`config.mk`:
```
export PLATFORM = sky130hd
export DESIGN_NAME = ibex_xif_rf_wr_arbiter
export DESIGN_NICKNAME = d
export VERILOG_FILES = /design/src/rtl/ibex_xif_pkg.sv /design/src/rtl/ibex_xif_rf_scoreboard.sv /design/src/rtl/ibex_xif_rf_wr_arbiter.sv
export SDC_FILE = /design/constraint.sdc
export NUM_CORES = 1
export LEC_CHECK = 0
export ABC_AREA = 1
export BUFFER_PORTS_ARGS = -buffer_cell sky130_fd_sc_hd__buf_2
export CAP_MARGIN = 25
export CELL_PAD_IN_SITES_DETAIL_PLACEMENT = 0
export CELL_PAD_IN_SITES_GLOBAL_PLACEMENT = 1
export CORE_UTILIZATION = 31
export CTS_BUF_LIST = sky130_fd_sc_hd__clkbuf_8
export CTS_CLUSTER_DIAMETER = 200
export DETAILED_ROUTE_END_ITERATION = 7
export GPL_ROUTABILITY_DRIVEN = 0
export PLACE_DENSITY = 0.74
export SLEW_MARGIN = 30
export SYNTH_ARGS = -nofsm -noshare
export SYNTH_HDL_FRONTEND = slang
export SYNTH_SLANG_ARGS = --single-unit
```
`constraint.sdc`:
```
create_clock -name clk_i -period 1.4 [get_ports clk_i]
set_input_delay 0.28 -clock clk_i [delete_from_list [all_inputs] [get_ports clk_i]]
set_output_delay 0.28 -clock clk_i [all_outputs]
set_load 0.1 [all_outputs]
```
`src/rtl/ibex_xif_pkg.sv`:
```
// Shared types and defaults for the eXtension-IF register-file write path.
// Latency: n/a (types and constants only).
// Backpressure: n/a.
package ibex_xif_pkg;

    // One pending XIF register-file write as held in the arbiter buffer
    typedef struct packed {
        logic        we;
        logic [4:0]  rd;
        logic [31:0] data;
    } xif_rf_wr_t;

    localparam int unsigned XifMaxOutstandingDefault = 4;

endpackage

```
`src/rtl/ibex_xif_rf_scoreboard.sv`:
```
// Pending-rd scoreboard: one busy bit per GPR for XIF writes not yet retired.
// Latency: set/clear visible on busy_o the cycle after the request.
// Backpressure: none; set and clear are accepted every cycle, set wins on the same rd.
module ibex_xif_rf_scoreboard (
    input  logic        clk_i,
    input  logic        rst_ni,
    input  logic        set_i,
    input  logic [4:0]  set_rd_i,
    input  logic        clr_i,
    input  logic [4:0]  clr_rd_i,
    output logic [31:0] busy_o
);
    logic [31:0] busy_q;
    logic [31:0] busy_d;
    logic [31:0] set_mask;
    logic [31:0] clr_mask;

    // Next busy vector: clear first so a same-rd set overrides it; x0 never tracked
    always_comb begin
        set_mask = set_i ? (32'd1 << set_rd_i) : 32'd0;
        clr_mask = clr_i ? (32'd1 << clr_rd_i) : 32'd0;
        busy_d   = ((busy_q & ~clr_mask) | set_mask) & ~32'd1;
    end

    // Busy register
    always_ff @(posedge clk_i) begin
        if (!rst_ni) begin
            busy_q <= '0;
        end else begin
            busy_q <= busy_d;
        end
    end

    assign busy_o = busy_q;

endmodule

```
`src/rtl/ibex_xif_rf_wr_arbiter.sv`:
```
// Shares the RF write port between core writeback (priority) and buffered XIF results.
// Latency: an accepted XIF result writes the RF one cycle later at the earliest.
// Backpressure: x_result_ready_o drops while the one-entry buffer is full and blocked by core writes.
module ibex_xif_rf_wr_arbiter
    import ibex_xif_pkg::*;
#(
    parameter int unsigned MaxOutstanding = XifMaxOutstandingDefault,
    parameter int unsigned StarveLimit    = 8
) (
    input  logic                                 clk_i,
    input  logic                                 rst_ni,
    input  logic                                 x_issue_accept_i,
    input  logic                                 x_issue_we_i,
    input  logic [4:0]                           x_issue_rd_i,
    output logic                                 issue_ready_o,
    input  logic                                 x_result_valid_i,
    output logic                                 x_result_ready_o,
    input  logic                                 x_result_we_i,
    input  logic [4:0]                           x_result_rd_i,
    input  logic [31:0]                          x_result_data_i,
    input  logic                                 core_rf_we_i,
    input  logic [4:0]                           core_rf_waddr_i,
    input  logic [31:0]                          core_rf_wdata_i,
    output logic                                 rf_we_o,
    output logic [4:0]                           rf_waddr_o,
    output logic [31:0]                          rf_wdata_o,
    output logic [31:0]                          rf_busy_o,
    output logic                                 stall_id_o,
    output logic [$clog2(MaxOutstanding+1)-1:0]  outstanding_o
);
    localparam int unsigned OutW  = $clog2(MaxOutstanding + 1);
    localparam int unsigned WaitW = $clog2(StarveLimit + 1);
    localparam logic [OutW-1:0]  OutMax    = OutW'(MaxOutstanding);
    localparam logic [WaitW-1:0] WaitMax   = WaitW'(StarveLimit);
    localparam logic [WaitW-1:0] WaitStall = WaitW'(StarveLimit - 1);

    logic             buf_valid_q;
    xif_rf_wr_t       buf_q;
    logic [OutW-1:0]  out_q;
    logic [WaitW-1:0] wait_q;
    logic             stall_q;

    logic drain;
    logic blocked;
    logic result_hs;
    logic grant_core;
    logic grant_buf;
    logic sb_set;
    logic sb_clr;

    // Handshake, drain and write-port mux; core writeback always wins the port
    always_comb begin
        drain            = rst_ni & buf_valid_q & ~core_rf_we_i;
        blocked          = buf_valid_q & core_rf_we_i;
        x_result_ready_o = rst_ni & (~buf_valid_q | drain);
        result_hs        = x_result_valid_i & x_result_ready_o;
        issue_ready_o    = rst_ni & (out_q < OutMax);
        grant_core       = core_rf_we_i;
        grant_buf        = drain & buf_q.we & (buf_q.rd != 5'd0);
        sb_set           = x_issue_accept_i & x_issue_we_i & (x_issue_rd_i != 5'd0);
        sb_clr           = drain & buf_q.we;
        rf_we_o          = 1'b0;
        rf_waddr_o       = '0;
        rf_wdata_o       = '0;
        if (grant_core) begin
            rf_we_o    = 1'b1;
            rf_waddr_o = core_rf_waddr_i;
            rf_wdata_o = core_rf_wdata_i;
        end else if (grant_buf) begin
            rf_we_o    = 1'b1;
            rf_waddr_o = buf_q.rd;
            rf_wdata_o = buf_q.data;
        end
    end

    // One-entry result buffer; load and drain in the same cycle keeps full throughput
    always_ff @(posedge clk_i) begin
        if (!rst_ni) begin
            buf_valid_q <= 1'b0;
            buf_q       <= '0;
        end else if (result_hs) begin
            buf_valid_q <= 1'b1;
            buf_q       <= '{we: x_result_we_i, rd: x_result_rd_i, data: x_result_data_i};
        end else if (drain) begin
            buf_valid_q <= 1'b0;
        end
    end

    // In-flight offload count: issue accept in, result handshake out, saturating
    always_ff @(posedge clk_i) begin
        if (!rst_ni) begin
            out_q <= '0;
        end else if (x_issue_accept_i && !result_hs && (out_q != OutMax)) begin
            out_q <= out_q + 1'b1;
        end else if (!x_issue_accept_i && result_hs && (out_q != '0)) begin
            out_q <= out_q - 1'b1;
        end
    end

    // Starvation tracking: count blocked cycles, stall ID until the buffer drains
    always_ff @(posedge clk_i) begin
        if (!rst_ni) begin
            wait_q  <= '0;
            stall_q <= 1'b0;
        end else begin
            if (drain) begin
                wait_q <= '0;
            end else if (blocked && (wait_q != WaitMax)) begin
                wait_q <= wait_q + 1'b1;
            end
            if (blocked && (wait_q >= WaitStall)) begin
                stall_q <= 1'b1;
            end else if (drain) begin
                stall_q <= 1'b0;
            end
        end
    end

    ibex_xif_rf_scoreboard u_scoreboard (
        .clk_i    (clk_i),
        .rst_ni   (rst_ni),
        .set_i    (sb_set),
        .set_rd_i (x_issue_rd_i),
        .clr_i    (sb_clr),
        .clr_rd_i (buf_q.rd),
        .busy_o   (rf_busy_o)
    );

    assign stall_id_o    = stall_q;
    assign outstanding_o = out_q;

    // The write port is granted to at most one source
    a_grant_onehot: assert property (@(posedge clk_i) disable iff (!rst_ni)
        $onehot0({grant_core, grant_buf}));

    // No offload to an rd that still has a pending XIF write, unless it retires this cycle
    a_no_waw: assert property (@(posedge clk_i) disable iff (!rst_ni)
        sb_set |-> (!rf_busy_o[x_issue_rd_i] || (sb_clr && (buf_q.rd == x_issue_rd_i))));

    // No result without an outstanding offload, no offload beyond the limit
    a_no_underflow: assert property (@(posedge clk_i) disable iff (!rst_ni)
        (result_hs && !x_issue_accept_i) |-> (out_q != '0));
    a_no_overflow: assert property (@(posedge clk_i) disable iff (!rst_ni)
        (x_issue_accept_i && !result_hs) |-> (out_q != OutMax));

endmodule

```
* Word-level counts from Yosys, hierarchy flattened
Cells that the tools add are included.
** Word-level totals
- Flip-flop bits (word level) :: 79
- Input port bits :: 86
- Output and inout bits :: 76
- Word-level logic and storage cells :: 63
** Cells by class
- Add/subtract/negate cells :: 3
- $lt $le $gt $ge :: 2
- Equal/unequal tests :: 2
- Shift operators :: 2
- Muxes and demuxes :: 13
- Bitwise logic cells :: 17
- Reductions and logical operators :: 15
** Operators by type and width (number)
- $mux W32 :: 4
- $shl A1 B5 Y32 const A :: 2
- $and A32 B32 Y32 :: 1
- $not A32 Y32 :: 1
- $or A32 B32 Y32 :: 1
- $and A1 B1 Y1 :: 10
- $mux W5 :: 2
- $reduce_bool A5 Y1 :: 2
- $logic_and A1 B1 Y1 :: 6
- $mux W3 :: 2
- $reduce_bool A2 Y1 :: 3
- $mux W1 :: 5
- $add A4 B1 Y4 const B :: 1
- $ge A4 B3 Y1 const B :: 1
- $ne A4 B4 Y1 const B :: 1
- $add A3 B1 Y3 const B :: 1
- $lt A3 B3 Y1 const B :: 1
- $ne A3 B3 Y1 const B :: 1
- $not A1 Y1 :: 3
- $reduce_bool A3 Y1 :: 1
- $sub A3 B1 Y3 const B :: 1
- $logic_not A1 Y1 :: 2
- $reduce_or A2 Y1 :: 1
- $or A1 B1 Y1 :: 1

* Depth between registers and ports, before layout
- Word-level depth :: 9
- Depth in mapped cells :: 11
- Depth with buffers taken out :: 10

* Modules after synthesis
A second synthesis with hierarchy kept.
** Unflattened totals
- Cell total of the unflattened synthesis :: 548
- Area, all modules :: 3817.4 um2
** Modules (own cells, without submodules)
- ibex_xif_rf_wr_arbiter :: times used 1, cells an instance 327, area an instance 2327.2 um2, seq. area each 940.9 um2
- ibex_xif_rf_scoreboard :: times used 1, cells an instance 221, area an instance 1490.2 um2, seq. area each 620.6 um2

* Least setup slack after synthesis
No wires, ideal clock.
- Path type :: register -> output
- Start :: register buf_q[35] in the netlist's numbering
- End :: output port rf_waddr_o[0]
- Data arrival time :: 2895 ps
- Required time :: 1120 ps
- Slack :: -1775 ps
- Cell stages (with the launch flop) :: 6
- Buffers on the path :: 1
- Cell sequence :: dfxtp_1 -> buf_4 -> clkinv_2 -> nand3_4 -> o21ai_4 -> o21ai_0
** Between the ends
- Cells in the longest elaborated chain, start to end :: 4
** Ends and longest elaborated chain
- start: declaration :: line ibex_xif_rf_wr_arbiter.sv:38 : xif_rf_wr_t buf_q;
- start signal: assignment :: line ibex_xif_rf_wr_arbiter.sv:83 : buf_q <= '{we: x_result_we_i, rd: x_result_rd_i, data: x_result_data_i};
- $reduce_bool A5 Y1 :: line ibex_xif_rf_wr_arbiter.sv:59 : grant_buf = drain & buf_q.we & (buf_q.rd != 5'd0);
- $and A1 B1 Y1 :: line ibex_xif_rf_wr_arbiter.sv:59
- $mux W5 :: line ibex_xif_rf_wr_arbiter.sv:69 : end else if (grant_buf) begin
- $mux W5 :: line ibex_xif_rf_wr_arbiter.sv:65 : if (grant_core) begin
- end: declaration :: line ibex_xif_rf_wr_arbiter.sv:25 : output logic [4:0] rf_waddr_o,
Every way passes these cells.

* Worst setup path in the final report
- Start :: register buf_valid_q
- End :: output port rf_wdata_o[1]
** Between the ends
- Cells in the longest elaborated chain, start to end :: 6
** Ends and longest elaborated chain
- start: declaration :: line ibex_xif_rf_wr_arbiter.sv:37 : logic buf_valid_q;
- start signal: assignment :: line ibex_xif_rf_wr_arbiter.sv:79 : buf_valid_q <= 1'b0;
- start signal: assignment :: line ibex_xif_rf_wr_arbiter.sv:82 : buf_valid_q <= 1'b1;
- start signal: assignment :: line ibex_xif_rf_wr_arbiter.sv:85 : buf_valid_q <= 1'b0;
- $and A1 B1 Y1 (2 in a row) :: line ibex_xif_rf_wr_arbiter.sv:53 : drain = rst_ni & buf_valid_q & ~core_rf_we_i;
- $and A1 B1 Y1 (2 in a row) :: line ibex_xif_rf_wr_arbiter.sv:59
- $mux W32 :: line ibex_xif_rf_wr_arbiter.sv:69
- $mux W32 :: line ibex_xif_rf_wr_arbiter.sv:65
- end: declaration :: line ibex_xif_rf_wr_arbiter.sv:26 : output logic [31:0] rf_wdata_o,
Every way passes these cells.

==> impl_metrics.tcl <==
set metrics [dict create \
    status "finished, violations left" \
    violations "setup timing" \
    period_needed_ns 1.96 \
    drive_above_1_share_pct 43.8 \
    die_y_um 113 \
    vdd_drop_max_mv 0.509 \
    grt_pass1_wl_um 20000 \
    ys_ff_latch 78 \
    synth_nets 591 \
    r2r_start "buf_valid_q" \
    whs_ns 0.198 \
    p_leak_nw 2.71 \
    routedWlPerCell_um 14.9 \
    cp-end-kind "primary output" \
    relSlewSlack_pct 66.5 \
    yosys.cell_types.count 31 \
    rr_endpoint "outstanding_o[2]" \
    cts_buffers 9 \
    syn_area_per_cell_sq_um 7.58 \
    drv_slew 0 \
    viasPerCell 4.88 \
    core_sq_um 12000 \
    place_area_sq_um 5940 \
    initial_core_util_pct 31.7 \
    arrival_ns 1.68 \
    antenna_found_initial 1 \
    path_max_fanout 6 \
    synth_warnings 0 \
    pin_count 162 \
    num_vias 4115 \
    portBuffers 160 \
    rows 40 \
    crit_path_start_kind "flip-flop" \
    gr-total-overflow 0 \
    power_density_nw_per_um2 967 \
    ys.flop_type "dfxtp_1" \
    path_class "flip-flop to primary output" \
    synth_top_cell_by_area "dfxtp_1" \
    hold_path_end "buf_q[30]" \
    r2r_cells 9 \
    drtIter0Drc 232 \
    drc 0 \
    post-route-period-util_pct 140 \
    path_clk_slew_ns 0.08 \
    cts.sinks 78 \
    tightestPinTransition_ns 0.499 \
    worstHoldStart "x_result_data_i[30]" \
    rsz0062_at_grt "yes" \
    grt_util_all_layers_pct 20.2 \
    place.detailed.hpwl_um 9370 \
    synth.top_cell.area_share_pct 41.0 \
    fin_util_pct 54.1 \
    syn2layout_area_growth_pct 70.5 \
    setup_viol 41 \
    finalWorstSetupSlack_ns -0.556 \
    fin_area_sq_um 6490 \
    synth-edff-count 0 \
    cts_tree "done" \
    finalHoldViolations 0 \
    clk_latency_ns 0.36 \
    synth.top_cells.by_area "dfxtp_1 (41%), o21ai_0 (10%), a21oi_1 (9.7%)" \
    synth_most_common_cell "dfxtp_1" \
    htreeDepth 3 \
    fmax_mhz 511 \
    synthArstFlopShare_pct 0 \
    hold_class "primary input to flip-flop" \
    fin_worst_skew_ns 0.00943 \
    fillers 1151 \
    multi_input_area_sq_um 2190 \
    detailedPlace.worstSlack_ns -0.286 \
    die_w_um 113 \
    drt_wl_total_um 12500 \
    syn_inst 502 \
    holdPathStages 3 \
    maxCapViolations 0 \
    syn_area_sq_um 3810 \
    cts_root_buffer "clkbuf_8" \
    required_ns 1.12 \
    nNetsFinal 780 \
    clock_path_buffers 2 \
    die_area_sq_um 12700 \
    antenna_left 0 \
    synth-seq-area-share_pct 41.0 \
    grt_pass1_vias 4126 \
    r2r_setup_slack_ns -0.04 \
    firstDrtPassIters 4 \
    power.total_mw 6.28 \
    grt_max_degree 61 \
    regArea_sq_um 1580 \
    synth_top_cells_by_count "dfxtp_1 (78), o21ai_0 (76), a21oi_1 (74)" \
]
[through the flow]
step | std cells | TNS, ns
after floorplan | 502 | -17.92
after global placement | 815 | -8.41
after detailed placement | 815 | -10.60
after CTS | 838 | -21.09
after global routing | 844 | -23.16
final | 844 | -20.15
[metal layers]
metal | vias up | GRT usage, % | wire, um | part of all wire [%]
met4 | 0 | 8.18 | 248 | 2.0
met1 | 1920 | 22.9 | 5140 | 41
li1 | 2071 | - | - | -
met5 | - | 0 | 0 | 0
met3 | 19 | 4.93 | 592 | 4.7
met2 | 105 | 36.4 | 6560 | 52
[cells by family after synthesis]
| group | count (synthesis) | synth area share [%] |
|---|---|---|
| AOI/OAI and AO/OA | 186 | 27.7 |
| adders and majority gates | 3 | 1.18 |
| buffers and inverters | 95 | 11.8 |
| DFF | 78 | 41.0 |
| other | 1 | 0.0985 |
| and+or+nand+nor | 139 | 18.1 |
[sequential cells by signal, summed over array words and instances, names as in the netlist]
name	flops
u_scoreboard.busy_o	31
wait_q	4
outstanding_o	3
buf_valid_q	1
stall_id_o	1
buf_q	38
[area by class of cell]
cell class,instances,share of cell area (%)
antenna,1,0.0385
clock buffer,9,1.91
clock inverter,7,1.39
inverter,60,3.80
multi-input combinational,329,33.8
sequential,78,24.3
tap,147,2.83
timing repair buffer,213,32.0
[critical path: stages, from the launching register on]
cell and delay [ns]:
dfxtp_2 0.36, nand3_4 0.10, nor2_8 0.11, o21ai_4 0.08
buf_6 0.14, buf_16 0.15, o21ai_4 0.18, buf_12 0.19
[layout by cell type, fill, tap and decap left out, drive strengths merged, types with 5 or more instances in the layout]
cell type and count:
clkbuf 10, o21ai 110, dfxtp 78, inv 57
nor3 5, buf 212, nand4 13, clkinv 6
nor2 16, a21oi 74, nand2 63, nand3 42
[where the power goes]
part | internal (mW) | switching [mW]
registers | 2.33 | 0.0509
logic | 0.742 | 1.32
clock network | 0.994 | 0.840
[worst max-delay path by stage]
stage           startpoint  cells after the start  slack [ns]        endpoint
2_1_floorplan    buf_q[33]                      6       -0.51  rf_wdata_o[10]
3_3_place_gp     buf_q[33]                      6       -0.25  rf_wdata_o[10]
5_1_grt        buf_valid_q                      7       -0.63   rf_wdata_o[1]
3_5_place_dp     buf_q[33]                      6       -0.29  rf_wdata_o[10]
4_1_cts        buf_valid_q                      7       -0.58   rf_wdata_o[1]
6_report       buf_valid_q                      7       -0.56   rf_wdata_o[1]
[timing repair]
item / CTS / global route
hold buffers: 0 / 0
endpoints found under the setup margin: 84 / 53
resized for setup: 45 / 38
setup buffers: 6 / 5
gates cloned: 2 / 1
pin swaps: 6 / 7
(Power assumes the default switching activity.)
